==> src/rtl/db_controller.sv <==
// Debug command controller: decodes serial_driver commands into MCU pause/reset, memory and register-file accesses.
// Optional feature: define DB_RF_ACCESS_EN to enable RF_RD / RF_WR register-file access.
module db_controller #(
  parameter int MEM_TIMEOUT = 255
) (
  input  logic        clk,
  input  logic        reset,
  input  logic [3:0]  cmd,
  input  logic [31:0] addr,
  input  logic [31:0] d_in,
  input  logic        out_valid,
  output logic        busy,
  output logic [31:0] d_rd,
  output logic        error,
  output logic        mcu_pause,
  input  logic        mcu_paused,
  output logic        mcu_rst,
  output logic        mem_rd,
  output logic        mem_we,
  output logic [31:0] mem_addr,
  output logic [31:0] mem_wdata,
  input  logic [31:0] mem_rdata,
  input  logic        mem_ack,
  output logic        rf_rd,
  output logic        rf_we,
  output logic [4:0]  rf_addr,
  output logic [31:0] rf_wdata,
  input  logic [31:0] rf_rdata
);

  localparam logic [3:0] C_PAUSE     = 4'h1;
  localparam logic [3:0] C_RESUME    = 4'h2;
  localparam logic [3:0] C_STATUS    = 4'h3;
  localparam logic [3:0] C_MCU_RESET = 4'h4;
  localparam logic [3:0] C_RF_RD     = 4'h5;
  localparam logic [3:0] C_RF_WR     = 4'h6;
  localparam logic [3:0] C_MEM_RD    = 4'hA;
  localparam logic [3:0] C_MEM_WR    = 4'hC;

  localparam int CW = $clog2(MEM_TIMEOUT + 2);
  localparam logic [CW-1:0] TMO = CW'(MEM_TIMEOUT);
  localparam logic [31:0] ERR_WORD = 32'hFFFF_FFFF;

`ifdef DB_RF_ACCESS_EN
  localparam logic RF_EN = 1'b1;
`else
  localparam logic RF_EN = 1'b0;
`endif

  typedef enum logic [2:0] {
    S_IDLE  = 3'd0,
    S_PAUSE = 3'd1,
    S_MEM   = 3'd2,
    S_RF    = 3'd3,
    S_RST   = 3'd4,
    S_DONE  = 3'd5
  } state_t;

  state_t          r_state;
  state_t          w_next;
  logic [3:0]      r_cmd;
  logic [31:0]     r_addr;
  logic [31:0]     r_din;
  logic [31:0]     r_reply;
  logic            r_err;
  logic [CW-1:0]   r_cnt;
  logic [CW-1:0]   w_cnt_inc;
  logic            w_tmo;
  logic [3:0]      w_cmd_cur;
  logic            w_legal;
  logic            w_rf_reject;
  logic [31:0]     w_final;
  logic            r_busy;
  logic            r_mcu_pause;
  logic            r_mcu_rst;
  logic            r_mem_rd;
  logic            r_mem_we;
  logic [31:0]     r_d_rd;
  logic            r_error;
  logic            w_busy_nx;
  logic            w_mcu_rst_nx;
  logic            w_mem_rd_nx;
  logic            w_mem_we_nx;

  // Outside S_IDLE the latched command drives the strobes, in S_IDLE the incoming one does.
  assign w_cmd_cur   = (r_state == S_IDLE) ? cmd : r_cmd;
  assign w_cnt_inc   = r_cnt + CW'(1);
  assign w_tmo       = (w_cnt_inc == TMO);
  assign w_rf_reject = ((cmd == C_RF_RD) || (cmd == C_RF_WR)) && !mcu_paused;

  always_comb begin
    w_legal = 1'b0;
    case (cmd)
      C_PAUSE, C_RESUME, C_STATUS, C_MCU_RESET, C_MEM_RD, C_MEM_WR: w_legal = 1'b1;
      C_RF_RD, C_RF_WR: w_legal = RF_EN;
      default: w_legal = 1'b0;
    endcase
  end

  always_ff @(posedge clk or posedge reset) begin
    if (reset) begin
      r_state <= S_IDLE;
    end else begin
      r_state <= w_next;
    end
  end

  always_comb begin
    w_next = r_state;
    case (r_state)
      S_IDLE: begin
        if (!out_valid) begin
          w_next = S_IDLE;
        end else if (!w_legal) begin
          w_next = S_DONE;
        end else begin
          case (cmd)
            C_PAUSE:            w_next = S_PAUSE;
            C_MCU_RESET:        w_next = S_RST;
            C_MEM_RD, C_MEM_WR: w_next = S_MEM;
            C_RF_RD, C_RF_WR:   w_next = w_rf_reject ? S_DONE : S_RF;
            default:            w_next = S_DONE;
          endcase
        end
      end
      S_PAUSE: w_next = mcu_paused ? S_DONE : S_PAUSE;
      // An ack on the timeout cycle still counts as success.
      S_MEM:   w_next = (mem_ack || w_tmo) ? S_DONE : S_MEM;
      S_RF:    w_next = S_DONE;
      S_RST:   w_next = (r_cnt == CW'(1)) ? S_DONE : S_RST;
      S_DONE:  w_next = S_IDLE;
      default: w_next = S_IDLE;
    endcase
  end

  always_comb begin
    w_busy_nx    = (w_next != S_IDLE);
    w_mcu_rst_nx = (w_next == S_RST);
    w_mem_rd_nx  = (w_next == S_MEM) && (w_cmd_cur == C_MEM_RD);
    w_mem_we_nx  = (w_next == S_MEM) && (w_cmd_cur == C_MEM_WR);
  end

  always_ff @(posedge clk or posedge reset) begin
    if (reset) begin
      r_busy    <= 1'b0;
      r_mcu_rst <= 1'b0;
      r_mem_rd  <= 1'b0;
      r_mem_we  <= 1'b0;
    end else begin
      r_busy    <= w_busy_nx;
      r_mcu_rst <= w_mcu_rst_nx;
      r_mem_rd  <= w_mem_rd_nx;
      r_mem_we  <= w_mem_we_nx;
    end
  end

  always_comb begin
    w_final = r_reply;
    if (!r_err && (r_cmd == C_STATUS)) begin
      w_final = {30'b0, r_mcu_pause, mcu_paused};
`ifdef DB_RF_ACCESS_EN
    end else if (!r_err && (r_cmd == C_RF_RD)) begin
      // rf_rdata is valid in S_DONE, one cycle after the rf_rd strobe.
      w_final = rf_rdata;
`endif
    end else begin
      w_final = r_reply;
    end
  end

  always_ff @(posedge clk or posedge reset) begin
    if (reset) begin
      r_cmd       <= 4'h0;
      r_addr      <= 32'h0;
      r_din       <= 32'h0;
      r_reply     <= 32'h0;
      r_err       <= 1'b0;
      r_cnt       <= '0;
      r_mcu_pause <= 1'b0;
      r_d_rd      <= 32'h0;
      r_error     <= 1'b0;
    end else begin
      case (r_state)
        S_IDLE: begin
          if (out_valid) begin
            r_cmd   <= cmd;
            r_addr  <= addr;
            r_din   <= d_in;
            r_cnt   <= '0;
            r_error <= 1'b0;
            if (!w_legal || w_rf_reject) begin
              r_err   <= 1'b1;
              r_reply <= ERR_WORD;
            end else begin
              r_err   <= 1'b0;
              r_reply <= ((cmd == C_MEM_WR) || (cmd == C_RF_WR)) ? d_in : 32'h0;
            end
            case (cmd)
              C_PAUSE:               r_mcu_pause <= 1'b1;
              C_RESUME, C_MCU_RESET: r_mcu_pause <= 1'b0;
              default:               r_mcu_pause <= r_mcu_pause;
            endcase
          end
        end
        S_MEM: begin
          r_cnt <= w_cnt_inc;
          if (mem_ack) begin
            if (r_cmd == C_MEM_RD) begin
              r_reply <= mem_rdata;
            end
          end else if (w_tmo) begin
            r_err   <= 1'b1;
            r_reply <= ERR_WORD;
          end
        end
        S_RST: r_cnt <= w_cnt_inc;
        S_DONE: begin
          r_d_rd  <= w_final;
          r_error <= r_err;
        end
        default: r_cnt <= r_cnt;
      endcase
    end
  end

  assign busy      = r_busy;
  assign d_rd      = r_d_rd;
  assign error     = r_error;
  assign mcu_pause = r_mcu_pause;
  assign mcu_rst   = r_mcu_rst;
  assign mem_rd    = r_mem_rd;
  assign mem_we    = r_mem_we;
  assign mem_addr  = r_addr & 32'hFFFF_FFFC;
  assign mem_wdata = r_din;

`ifdef DB_RF_ACCESS_EN
  logic r_rf_rd;
  logic r_rf_we;

  always_ff @(posedge clk or posedge reset) begin
    if (reset) begin
      r_rf_rd <= 1'b0;
      r_rf_we <= 1'b0;
    end else begin
      r_rf_rd <= (w_next == S_RF) && (w_cmd_cur == C_RF_RD);
      r_rf_we <= (w_next == S_RF) && (w_cmd_cur == C_RF_WR);
    end
  end

  assign rf_rd    = r_rf_rd;
  assign rf_we    = r_rf_we;
  assign rf_addr  = r_addr[4:0];
  assign rf_wdata = r_din;
`else
  assign rf_rd    = 1'b0;
  assign rf_we    = 1'b0;
  assign rf_addr  = 5'b0;
  assign rf_wdata = 32'b0;
`endif

endmodule

==> config.mk <==
export PLATFORM = sky130hd
export DESIGN_NAME = db_controller
export DESIGN_NICKNAME = d
export VERILOG_FILES = /design/src/rtl/db_controller.sv
export SDC_FILE = /design/constraint.sdc
export NUM_CORES = 1
export LEC_CHECK = 0
export BUFFER_PORTS_ARGS = -buffer_cell sky130_fd_sc_hd__buf_4
export CORE_MARGIN = 2
export CORE_UTILIZATION = 30
export DETAILED_ROUTE_END_ITERATION = 10
export PLACE_DENSITY = 0.54
export REMOVE_ABC_BUFFERS = 1
export SYNTH_ARGS = -nofsm -noshare
export SYNTH_HDL_FRONTEND = slang
export SYNTH_SLANG_ARGS = --single-unit
==> constraint.sdc <==
create_clock -name clk -period 9.7 [get_ports clk]
set_clock_uncertainty 0.15 [all_clocks]
set_input_delay 0.97 -clock clk [delete_from_list [all_inputs] [get_ports clk]]
set_output_delay 0.97 -clock clk [all_outputs]
set_load 0.05 [all_outputs]
==> results.py <==
metrics = {
    "clock_tree": {
        "clock_sinks": 149,
        "holdBufCountCts": 0,
        "cts-buffers-inserted": 17,
        "clk_latency_ps": 420,
        "cts_root_buffer": "clkbuf_16",
        "clk_path_buf_depth": 2,
        "cts_tree": "built",
        "cts_setup_buffers": 0,
        "cts-resized-gates": 0,
        "path_clk_slew_ps": 60,
        "htree_levels": 4,
    },
    "setup_path": {
        "worstSetupPathType": "reg2reg",
        "cp.arrival_ps": 3540,
        "reg2regPathDepth": 8,
        "reg2reg_slack_ps": 6310,
        "r2r-start": "r_cnt[0]$_DFFE_PP0P_",
        "worstPathMaxFanout": 21,
        "end_kind": "flop",
        "crit_required_ps": 9850,
        "r2r-end": "r_reply[6]$_DFFE_PP0P_",
        "startpoint_type": "flop",
        "crit_start": "r_cnt[0]$_DFFE_PP0P_",
    },
    "pwr": {
        "power_mw": 3.41,
        "p_leak_nw": 4.60,
        "ir_worst_vdd_v": 0.000186,
        "p_per_area_nw_per_um2": 368,
        "p_comb_frac": 0.498,
        "pwr-share-seq": 0.312,
        "internal_power_mw": 1.82,
        "switchingPower_mw": 1.59,
        "pwr-share-clk": 0.191,
        "swShare": 0.467,
    },
    "finish": {
        "final_cell_area_um2": 9260,
        "final_common_cell": "nand2_1",
        "areaGrowthSynthToFinish_pct": 31.6,
        "drive_above_1_share": 0.291,
        "fin_util": 0.398,
        "nets": 1107,
        "final_cell_mix": "307 x nand2_1, 211 x buf_4, 149 x dfrtp_1, 50 x nor2_1, 46 x o21ai_0",
        "diodes": 0,
    },
    "routing": {
        "remaining_drc_errors": 0,
        "num_vias": 5707,
        "drt_first_pass_iters": 6,
        "ant_nets": 0,
        "avgRoutedWirePerCell_um": 14.7,
        "avgViaCountPerCell": 4.39,
        "wl_mm": 19.1,
        "drtIter0Drc": 316,
    },
    "synthesis": {
        "ys_seq_area_frac": 0.530,
        "ys.flop_type": "dfrtp_1",
        "ys_top_cells_by_area": "dfrtp_1 53%, nand2_1 16%, mux2_4 6.4%, buf_4 4.5%, o21ai_0 3.3%",
        "yosysUniqueCellTypes": 47,
        "syn_area_per_cell_um2": 8.97,
        "netlist_area_um2": 7030,
        "synth_edf_count": 0,
        "yosysTopAreaCell": "dfrtp_1",
        "synthCells": 784,
        "ys_ff_latch": 149,
        "ys_async_sr_fraction": 1.00,
        "yosysTopAreaCellShare": 0.530,
        "yosysWarnings": 0,
    },
    "timing": {
        "fin_crit_sh": 0.349,
        "rsz0062_at_grt": "no",
        "finalSetupViolations": 0,
        "tightest_slew_ps": 1040,
        "finalCriticalPeriod_ps": 3390,
        "timing.fmax_ghz": 0.295,
        "relSlewSlack": 0.308,
        "hold_violations": 0,
        "fin_setup_tns_ps": 0,
        "maxSlewViolCount": 0,
    },
    "place": {
        "placed_area_um2": 8680,
        "numPortBuffers": 202,
        "hpwl_mm": 12.4,
        "gp_congestion": 0.749,
    },
    "global_route": {
        "grt_pass1_vias": 5507,
        "grt_overflow": 0,
        "grt_max_degree": 80,
        "grt_usage": 0.157,
        "grt_antenna_before_repair": 0,
        "grt_pass1_wl_mm": 30.0,
    },
    "min_path": {
        "hp-class": "reg2reg",
        "hp-start": "r_addr[11]$_DFFE_PP0P_",
        "min_delay_path_depth": 2,
        "holdPathEnd": "r_addr[11]$_DFFE_PP0P_",
    },
    "floorplanning": {
        "pin_count": 278,
        "start_util": 0.302,
        "core_area_um2": 23300,
        "rows": 56,
        "die_x_um": 157,
        "die_h_um": 157,
        "die-area_um2": 24700,
    },
    "status": {
        "status": "completed",
    },
    "job": {
        "cap_violations": 0,
    },
}
registers in the layout, summed over array words and instances, names as in the netlist:
name	count
d_rd	32
error	1
r_cnt	9
busy	1
mem_wdata	32
mem_we	1
r_reply	32
r_state	3
r_addr	30
mem_rd	1
mcu_rst	1
r_cmd	4
mcu_pause	1
r_err	1
cell usage after synthesis (3+ instances only):
cell,n
nand2_1,308
dfrtp_1,149
nor2_1,51
o21ai_0,46
buf_4,42
a21oi_1,38
clkbuf_1,34
mux2_4,30
nand2b_1,7
inv_1,5
buf_1,4
buf_6,4
nand4_1,4
o31ai_1,4
and2_1,3
buf_2,3
ha_1,3
mux2_2,3
nand3b_1,3
nor2b_1,3
nor3b_1,3
nor4_1,3
xnor2_1,3
xor2_1,3
cell families (layout without fill, tap and decap cells):
kind of cell | count (synthesis) | in the layout | share of synthesized area
other | 1 | 41 | 0.000533
buffers and inverters | 92 | 248 | 0.0763
XOR/XNOR | 6 | 6 | 0.00747
multiplexers | 35 | 35 | 0.0717
adder cells (fa/ha/maj) | 3 | 3 | 0.00534
AND/OR/NAND/NOR | 397 | 397 | 0.229
AO/OA/AOI/OAI | 101 | 101 | 0.0800
flip-flops | 149 | 149 | 0.530
routing by layer:
metal | GRT usage | share of wire | vias up
li1 | - | - | 2808
met1 | 0.216 | 0.48 | 2699
met2 | 0.241 | 0.44 | 186
met3 | 0.0485 | 0.072 | 14
met4 | 0.0433 | 0.012 | 0
met5 | 0 | 0 | -
how the worst max path moves through the flow:
stage                     cells after the start  slack (ps)                       to
after floorplan                               1        4570           busy$_DFF_PP0_
after global placement                        8        6260  r_reply[29]$_DFFE_PP0P_
after detailed placement                      8        6290  r_reply[16]$_DFFE_PP0P_
after CTS                                     8        6270  r_reply[22]$_DFFE_PP0P_
after global routing                          8        6130   r_reply[1]$_DFFE_PP0P_
final                                         8        6310   r_reply[6]$_DFFE_PP0P_
worst max-delay path, cell delays in order, from the launching register on:
cell,delay (ps)
dfrtp_1,450
ha_1,270
and2_4,200
nand4_1,110
xor2_1,180
a2111o_1,490
a21oi_4,540
buf_4,510
mux2_4,340
metrics by stage:
step,instances,worst slack (ps),hold slack (ps)
2_1_floorplan,737,4570,301
3_3_place_gp,1267,6260,311
3_5_place_dp,1267,6290,313
4_1_cts,1299,6270,329
5_1_grt,1299,6130,343
6_report,1299,6310,324
area by class of cell:
class                           instances  area [um^2]
Clock buffer                           21          450
Clock inverter                         11          129
Fill cell                            2395        14000
Inverter                                5         23.8
Multi-Input combinational cell        583         2940
Sequential cell                       149         3730
Tap cell                              319          399
Timing Repair Buffer                  211         1580
power by group through the flow:
| stage | registers, mW | clock network [mW] | logic [mW] |
|---|---|---|---|
| 3_5_place_dp | 1.07 | 0 | 1.72 |
| 4_1_cts | 1.06 | 0.675 | 1.72 |
| 6_report | 1.06 | 0.651 | 1.70 |
| 5_1_grt | 1.10 | 0.702 | 1.82 |
| 2_1_floorplan | 1.71 | 0 | 0.525 |
| 3_3_place_gp | 1.06 | 0 | 1.71 |
(Power assumes the default switching activity.)
